<file path="src/rtl/text_pkg.sv">
// Character constants and byte-mapping helpers shared by the text normalizer
// and the downstream begin/end block checker.
package text_pkg;

    localparam logic [7:0] CH_SPACE = 8'h20;
    localparam logic [7:0] CH_TAB   = 8'h09;
    localparam logic [7:0] CH_LF    = 8'h0A;
    localparam logic [7:0] CH_CR    = 8'h0D;
    localparam logic [7:0] CH_UA    = 8'h41;
    localparam logic [7:0] CH_UZ    = 8'h5A;
    localparam logic [7:0] CASE_OFS = 8'h20;

    function automatic logic is_ws(input logic [7:0] c);
        return (c == CH_SPACE) || (c == CH_TAB) || (c == CH_LF) || (c == CH_CR);
    endfunction

    // Upper-case letters fold to lower case; every whitespace byte becomes a space.
    function automatic logic [7:0] norm_char(input logic [7:0] c);
        logic [7:0] r;
        r = c;
        if ((c >= CH_UA) && (c <= CH_UZ)) begin
            r = c + CASE_OFS;
        end else if (is_ws(c)) begin
            r = CH_SPACE;
        end
        return r;
    endfunction

endpackage

</file>
<file path="src/rtl/sync_fifo.sv">
// Single-clock first-word-fall-through FIFO: the head entry is visible on
// dout_o whenever the FIFO is not empty, and reads 0 when it is.
module sync_fifo #(
    parameter int DEPTH = 8,
    parameter int WIDTH = 8
) (
    input  logic                       clk,
    input  logic                       reset,
    input  logic                       push_i,
    input  logic [WIDTH-1:0]           din_i,
    input  logic                       pop_i,
    output logic [WIDTH-1:0]           dout_o,
    output logic                       full_o,
    output logic                       empty_o,
    output logic [$clog2(DEPTH):0]     count_o
);

    localparam int AW = $clog2(DEPTH);
    localparam logic [AW-1:0] PTR_ONE = AW'(1);
    localparam logic [AW:0]   CNT_ONE = (AW + 1)'(1);
    localparam logic [AW:0]   CNT_FULL = (AW + 1)'(DEPTH);

    logic [WIDTH-1:0] mem [DEPTH];
    logic [AW-1:0]    wr_ptr_q, wr_ptr_d;
    logic [AW-1:0]    rd_ptr_q, rd_ptr_d;
    logic [AW:0]      count_q, count_d;
    logic             push_ok, pop_ok;

    assign full_o  = (count_q == CNT_FULL);
    assign empty_o = (count_q == '0);
    assign count_o = count_q;

    // Guards make a push into a full FIFO or a pop from an empty one a no-op.
    assign push_ok = push_i && !full_o;
    assign pop_ok  = pop_i && !empty_o;

    assign dout_o = empty_o ? '0 : mem[rd_ptr_q];

    always_comb begin
        wr_ptr_d = wr_ptr_q;
        rd_ptr_d = rd_ptr_q;
        count_d  = count_q;
        if (push_ok) begin
            wr_ptr_d = wr_ptr_q + PTR_ONE;
        end
        if (pop_ok) begin
            rd_ptr_d = rd_ptr_q + PTR_ONE;
        end
        case ({push_ok, pop_ok})
            2'b10:   count_d = count_q + CNT_ONE;
            2'b01:   count_d = count_q - CNT_ONE;
            default: count_d = count_q;
        endcase
    end

    always_ff @(posedge clk or posedge reset) begin
        if (reset) begin
            wr_ptr_q <= '0;
            rd_ptr_q <= '0;
            count_q  <= '0;
        end else begin
            wr_ptr_q <= wr_ptr_d;
            rd_ptr_q <= rd_ptr_d;
            count_q  <= count_d;
        end
    end

    // Storage is deliberately left out of reset.
    always_ff @(posedge clk) begin
        if (push_ok) begin
            mem[wr_ptr_q] <= din_i;
        end
    end

endmodule

</file>
<file path="src/rtl/text_normalizer.sv">
// Lowercases letters, maps whitespace to a space and collapses whitespace runs
// before buffering the characters for the begin/end block checker.
module text_normalizer
    import text_pkg::*;
#(
    parameter int DEPTH = 8,
    parameter int CNT_W = 16
) (
    input  logic             clk,
    input  logic             reset,
    input  logic             in_valid,
    input  logic [7:0]       in_data,
    output logic             in_ready,
    output logic             out_valid,
    output logic [7:0]       out_data,
    input  logic             out_ready,
    output logic [CNT_W-1:0] drop_count
);

    // Handshake: a beat transfers on a rising clk edge where valid && ready.
    // in_ready depends only on FIFO fullness; out_valid only on emptiness.

    localparam int AW = $clog2(DEPTH);
    localparam logic [CNT_W-1:0] DROP_MAX = '1;
    localparam logic [CNT_W-1:0] DROP_ONE = CNT_W'(1);
    localparam logic [AW:0]      CNT_FULL = (AW + 1)'(DEPTH);

    logic             last_space_q, last_space_d;
    logic [CNT_W-1:0] drop_count_q, drop_count_d;
    logic             acc, mapped_is_space, drop, push, pop;
    logic [7:0]       mapped;
    logic             fifo_full, fifo_empty;
    logic [AW:0]      fifo_count;

    assign in_ready        = !fifo_full;
    assign out_valid       = !fifo_empty;
    assign acc             = in_valid && in_ready;
    assign mapped          = norm_char(in_data);
    assign mapped_is_space = (mapped == CH_SPACE);
    assign drop            = acc && mapped_is_space && last_space_q;
    assign push            = acc && !drop;
    assign pop             = out_valid && out_ready;
    assign drop_count      = drop_count_q;

    always_comb begin
        last_space_d = last_space_q;
        drop_count_d = drop_count_q;
        if (push) begin
            last_space_d = mapped_is_space;
        end
        if (drop && (drop_count_q != DROP_MAX)) begin
            drop_count_d = drop_count_q + DROP_ONE;
        end
    end

    // last_space resets to 1 so whitespace at the start of a stream is dropped.
    always_ff @(posedge clk or posedge reset) begin
        if (reset) begin
            last_space_q <= 1'b1;
            drop_count_q <= '0;
        end else begin
            last_space_q <= last_space_d;
            drop_count_q <= drop_count_d;
        end
    end

    sync_fifo #(
        .DEPTH(DEPTH),
        .WIDTH(8)
    ) u_fifo (
        .clk    (clk),
        .reset  (reset),
        .push_i (push),
        .din_i  (mapped),
        .pop_i  (pop),
        .dout_o (out_data),
        .full_o (fifo_full),
        .empty_o(fifo_empty),
        .count_o(fifo_count)
    );

    a_count_bound: assert property (@(posedge clk) disable iff (reset)
        fifo_count <= CNT_FULL);

endmodule

</file>
<file path="config.mk">
export PLATFORM = sky130hd
export DESIGN_NAME = text_normalizer
export DESIGN_NICKNAME = d
export VERILOG_FILES = /design/src/rtl/text_pkg.sv /design/src/rtl/sync_fifo.sv /design/src/rtl/text_normalizer.sv
export SDC_FILE = /design/constraint.sdc
export NUM_CORES = 1
export LEC_CHECK = 0
export BUFFER_PORTS_ARGS = -buffer_cell sky130_fd_sc_hd__buf_4
export CAP_MARGIN = 20
export CORE_MARGIN = 2
export CORE_UTILIZATION = 55
export DETAILED_ROUTE_END_ITERATION = 12
export GPL_TIMING_DRIVEN = 1
export HOLD_SLACK_MARGIN = 0.12
export PLACE_DENSITY = 0.84
export SETUP_SLACK_MARGIN = 0.2
export SYNTH_ARGS = -nofsm -noshare
export SYNTH_HDL_FRONTEND = slang
export SYNTH_SLANG_ARGS = --single-unit
</file>
<file path="constraint.sdc">
create_clock -name clk -period 6.6 [get_ports clk]
set_input_delay 1.32 -clock clk [delete_from_list [all_inputs] [get_ports clk]]
set_output_delay 1.32 -clock clk [all_outputs]
set_load 0.01 [all_outputs]
</file>
; ---- Yosys cells after proc, flatten, opt, wreduce, memory -nomap -nowiden
; Memories as Yosys holds them, arrays and structs flattened.
; Cells that the tools add are included.
[op_classes]
magnitude_cmp = 2
reduce_logical = 17
addsub = 6
eq_ne = 9
muxes = 6
[op_table]
columns = operator, count
row1 = $eq 8x4->1 const B, 3
row2 = $mux 8, 3
row3 = $add 16x1->16 const B, 1
row4 = $eq 8x6->1 const B, 2
row5 = $ne 16x16->1 const B, 1
row6 = $logic_and 1x1->1, 9
row7 = $add 8x6->8 const B, 1
row8 = $ge 8x7->1 const B, 1
row9 = $le 8x7->1 const B, 1
row10 = $pmux 4 s2, 1
row11 = $add 3x1->3 const B, 2
row12 = $add 4x1->4 const B, 1
row13 = $eq 4x4->1 const B, 1
row14 = $logic_not 4->1, 1
row15 = $sub 4x1->4 const B, 1
row16 = $logic_not 1->1, 3
row17 = $logic_or 1x1->1, 3
row18 = $eq 2x1->1 const B, 1
row19 = $eq 2x2->1 const B, 1
row20 = $mux 1, 2
row21 = $reduce_bool 2->1, 1
[totals]
ff_bits = 27
ramBits = 64
n_memories = 1
output_inout_bits = 26
[mem_list]
columns = name, depth, word_bits, read_ports, rd_clocked_by_memory_dff, wr, line_no
row1 = u_fifo.mem, 8, 8, 1, 0, 1, sync_fifo.sv:23  ; logic [WIDTH-1:0] mem [DEPTH];

; ---- Logic depth before layout (Yosys ltp)
[logic_depth]
ltp_word = 14
mapped_depth = 12
ltp_nobuf = 12

; ---- Cells and area by module
; Synthesis repeated with hierarchy kept, for this count alone.
[hier_totals]
cells_unflattened = 276
area_unflattened_um2 = 4201.5
[modules_own_cells]
columns = mod, area_per_inst_um2, instances, cells_each
row1 = sync_fifo, 3054.2, 1, 160
row2 = text_normalizer, 1147.4, 1, 116

; ---- Worst setup path before layout
; No wires, ideal clock.
[synth_timing]
path_kind = input-to-reg
from = in in_data[5]
to = reg u_fifo.count_q[3] (netlist: u_fifo.count_o[3])
arrival_time_ns = 3.815
slack_ns = 2.660
stages = 12
setup_ns = 0.125
path_buffers = 0
required_time_ns = 6.475
path_cell_list = ha_1 > o41a_1 > a2111oi_4 > a21oi_2 > inv_2 > ha_1 > ha_1 > a21o_1 > a21oi_1 > xnor2_1 > nor2_1 > xor2_1
[synth_via]
elab_chain_cells = 14
elab_cells_between_ends = 23
cone_classes = add/sub (1) / order compare (2) / eq/ne (7) / mux (3) / reduce/logical (10)
[synth_lines]
columns = element, line_no
row1 = "start, declared", text_normalizer.sv:12  ; input logic [7:0] in_data,
row2 = branches (longest 5 deep; another with $ge 8x7->1), --
row3 = $mux 8 (*), text_pkg.sv:21  ; if ((c >= CH_UA) && (c <= CH_UZ)) begin
row4 = $eq 8x6->1 (*), text_normalizer.sv:39  ; assign mapped_is_space = (mapped == CH_SPACE);
row5 = $logic_and 1x1->1 (*) (2 in series), text_normalizer.sv:40  ; assign drop = acc && mapped_is_space && last_space_q;
row6 = $logic_not 1->1 (*), text_normalizer.sv:41  ; assign push = acc && !drop;
row7 = $logic_and 1x1->1 (*), text_normalizer.sv:41
row8 = $logic_and 1x1->1 (*), sync_fifo.sv:34  ; assign push_ok = push_i && !full_o;
row9 = $eq 2x1->1 or $eq 2x2->1 (tied branches), sync_fifo.sv:49  ; case ({push_ok, pop_ok})
row10 = $pmux 4 s2 or $reduce_bool 2->1 (tied branches), --
row11 = "end signal, assigned", sync_fifo.sv:64  ; count_q <= count_d;
row12 = "end, declared", sync_fifo.sv:26  ; logic [AW:0] count_q, count_d;
; Every way passes the cells marked *.
; A chain may end at the register's enable or synchronous reset.

; ---- Worst setup path after layout
; Ends and elaborated chain as after synthesis.

==> summary.md <==
| Metric | Value |
|---|---|
| CTS sink cnt | `91` |
| Die area | `8150 µm²` |
| Clock period minus final worst setup slack | `~4 ns` |
| WP data arrival | `about 4.2 ns` |
| Total via count in the routed design | `roughly 2.2k` |
| Max rail drop VDD | `0.000154 V` |
| Number of instances in the synthesized netlist | `260` |
| Worst hold path depth | `1` |
| Max Buffers Root-to-Sink | `2` |
| Largest net degree at the start of global routing | `28` |
| Aggregate global routing overflow | `0` |
| Remaining number of nets flagged by the antenna check after routing | `0` |
| Worst clock skew on the final layout | `approximately 0.012 ns` |
| Pwr dens | `roughly 360 nW/µm²` |
| Crit Path Class | `in2reg` |
| Highest clock frequency the design can meet | `about 0.25 GHz` |
| Total net switching power | `approximately 530 µW` |
| Mean instance size in the synthesized netlist | `about 16 µm²` |
| Antenna Cells | `0` |
| FF+latch count, synth | `91` |
| Final Routed Wirelength | `~6700 µm` |
| Worst Hold Margin | `between 0.5 and 0.6 ns` |
| Internal power contribution | `1.18 mW` |
| Yosys top cell by area | `edfxtp_1` |
| GRT Util Overall | `0.179` |
| Die outline width | `about 90 µm` |
| Launch instance of the worst register-to-register path | `u_fifo.count_o[0]$_DFFE_PP0P_` |
| Clock power frac | `0.230` |
| Core Util, Final | `0.653` |
| Final Slew Violations | `0` |
| Area share of the largest cell type after synthesis | `0.469` |
| Largest fanout on the critical path | `22` |
| Setup TNS after final layout | `0 ns` |
| Period utilization | `0.606` |
| Post-CTS setup-driven buffer insertion count | `0` |
| Placer's final routability congestion estimate | `between 0.7 and 0.8` |
| Average vias per placed instance | `roughly 5.5` |
| Combined area of all synthesized cells | `around 4100 µm²` |
| Detailed router's first-iteration violation count | `roughly 160` |
| Post-DR wirelength/cell | `roughly 16 µm` |
| Clock-pin slew of the registers on the worst-case setup and hold paths | `~0.090 ns` |
| Endpoint kind of the worst setup timing path | `flip-flop` |
| Sequential area share after synthesis | `0.635` |
| Area growth syn-to-layout | `15.1%` |
| Hold Violations, Final | `0` |
| Origin of the worst setup path | `in_data[5]` |
| RSZ-0062 raised after global routing | `no` |
| Synth Area in Adders | `0.0263` |
| Share of synthesized area spent on multiplexers | `0.122` |
| Crit path launch type | `input pin` |
| Vias in the first global route | `2206` |
| TritonCTS buffer count | `9` |
| Wire length of the first global-routing pass | `around 11000 µm` |
| Sequential share of power | `0.474` |
| Outcome | `complete, no violations` |
| Effective utilization at floorplan | `0.567` |
| Area fraction in compound gates after synthesis | `0.0327` |
| TritonCTS clock tree | `done` |
| Hold path startpoint | `drop_count[12]$_DFFE_PP0P_` |
| HPWL after DPL | `4580 µm` |
| Total DRC errors in the routed layout | `0` |
| Count of final setup violators | `0` |
| Fraction of synthesis flops using an asynchronous set or reset pin | `0.297` |
| Syn Nets | `between 200 and 300` |
| Yosys Warn Count | `0` |
| Dominant combinational cell family by area after synthesis | `multiplexers` |
| Placeable core region | `7210 µm²` |
| Number of buffers inserted by port buffering | `37` |
| Fraction of the mapped netlist area in simple logic gates | `0.108` |
| H-tree levels | `3` |
| Leakage Power | `~1.8 nW` |
| Number of nets in the layout | `between 300 and 400` |
| # resized after CTS | `0` |
| Post-synthesis cell type count | `51` |
| Number of enable-type register cells in the synthesized netlist | `64` |
| Share of post-route cells with drive strength above 1 | `0.306` |
| I/O pin count | `38` |
| Rel. slew slack | `0.389` |
| Post-Synth XOR/XNOR Area | `0.0492` |
| Buffer cell driving the clock tree root | `clkbuf_8` |
| Worst reg-to-reg path cell count | `10` |
| Standard-cell rows | `31` |
| Max-capacitance violation count | `0` |
| Gate power share | `0.297` |
| WP data required | `about 7 ns` |
| Slew of the pin with the lowest slew margin | `roughly 0.91 ns` |
| Number of buffers added to fix hold violations after cts | `0` |
| Main area contributors after synthesis | `edfxtp_1 (47%), dfrtp_1 (16%), mux4_2 (8.8%)` |
| Initial antenna violation count | `0` |
| Die height | `between 90 and 100 µm` |
| Switching part of the total power | `0.309` |
| Insertion delay to the later sink of the worst-skew pair | `approximately 0.36 ns` |
| Main synth FF type | `edfxtp_1` |
| Min-Delay Path Class | `reg2reg` |
| Pre-Repair DR Iteration Count | `4` |
[registers in the layout, summed over array words and instances, names as in the netlist]
signal and flops:
drop_count 16, u_fifo.count_o 4, u_fifo.rd_ptr_q 3, last_space_q 1, u_fifo.mem 64, u_fifo.wr_ptr_q 3
[path summary, 6_finish.rpt]
path,slack (ns),endpoint
min in group asynchronous,1.01,drop_count[12]$_DFFE_PP0P_
setup / recovery,2.60,u_fifo.count_o[3]$_DFFE_PP0P_
max in group asynchronous,5.09,u_fifo.count_o[3]$_DFFE_PP0P_
hold / removal,0.50,drop_count[12]$_DFFE_PP0P_
hold reg to reg,0.50,drop_count[12]$_DFFE_PP0P_
setup reg to reg,3.60,u_fifo.count_o[3]$_DFFE_PP0P_
[routing by layer]
metal	up-vias	wire length (µm)	share of wire	GRT usage
met5	-	0	0	0
met4	0	79	0.012	0.0692
met3	6	319	0.048	0.0442
met2	57	3210	0.48	0.278
met1	1102	3060	0.46	0.249
li1	1076	-	-	-
[cell usage after synthesis, drive strengths merged, types with 2 or more instances]
cell / instances
nand4: 6
a21o: 2
and4b: 2
nor3: 2
nor4b: 4
nor4: 3
buf: 10
edfxtp: 64
xor2: 4
o211ai: 2
clkbuf: 3
nor2: 12
o21ai: 2
inv: 9
and2: 2
dfrtp: 26
and4: 2
xnor2: 19
a21oi: 2
mux4: 16
mux2: 4
and3: 8
nand3: 12
ha: 7
mux2i: 9
nand2: 8
and2b: 5
[per-stage QoR]
stage	cells	setup slack, ns	cell area, µm²	power [mW]
6_report	406	2.60	4710	1.71
5_1_grt	406	2.46	4710	1.81
4_1_cts	404	2.62	4680	1.72
3_5_place_dp	388	2.22	4460	1.33
3_3_place_gp	388	2.34	4460	1.31
2_1_floorplan	260	2.66	4090	1.16
[final cells by class]
cell class,instances,area (µm²)
multi-input cells,146,1390
repair buffers,45,353
well taps,99,124
inverters,9,33.8
clock inverters,7,93.8
flip-flops and latches,91,2600
clock buffers,9,124
fillers,535,2500
[placed cells by master (no fill, tap or decap), types with 3 or more instances in the layout]
cell	Yosys	layout
inv_1	8	8
nand4_1	6	6
ha_1	7	7
and2b_2	5	5
mux2i_1	9	9
nand2_1	7	7
nor2_1	12	12
buf_4	2	43
mux4_2	16	16
xnor2_1	19	19
edfxtp_1	64	64
xor2_1	4	4
and3_1	8	8
nor4b_1	3	3
dfrtp_1	26	26
nand3_1	12	12
mux2_2	3	3
clkbuf_8	0	9
[cell families after synthesis]
family,count (synthesis)
xor+xnor,23
fa+ha+maj,8
buf+inv,23
mux,29
flops,91
compound gates,15
simple gates,71
[power groups by stage]
stage / combinational (mW) / sequential [mW] / clock (mW)
6_report: 0.506 / 0.808 / 0.392
5_1_grt: 0.558 / 0.823 / 0.424
4_1_cts: 0.487 / 0.827 / 0.403
3_5_place_dp: 0.486 / 0.840 / 0
3_3_place_gp: 0.474 / 0.833 / 0
2_1_floorplan: 0.412 / 0.746 / 0
[critical path: stages]
cell,delay (ns)
buf_4,0.13
ha_1,0.30
o41a_1,0.44
a2111oi_4,0.33
buf_4,0.29
a21oi_2,0.12
inv_2,0.14
ha_1,0.21
ha_1,0.24
a21o_1,0.18
a21oi_1,0.18
xnor2_1,0.14
nor2_1,0.07
xor2_1,0.14
Note: power is estimated with default switching activity, not from simulation.
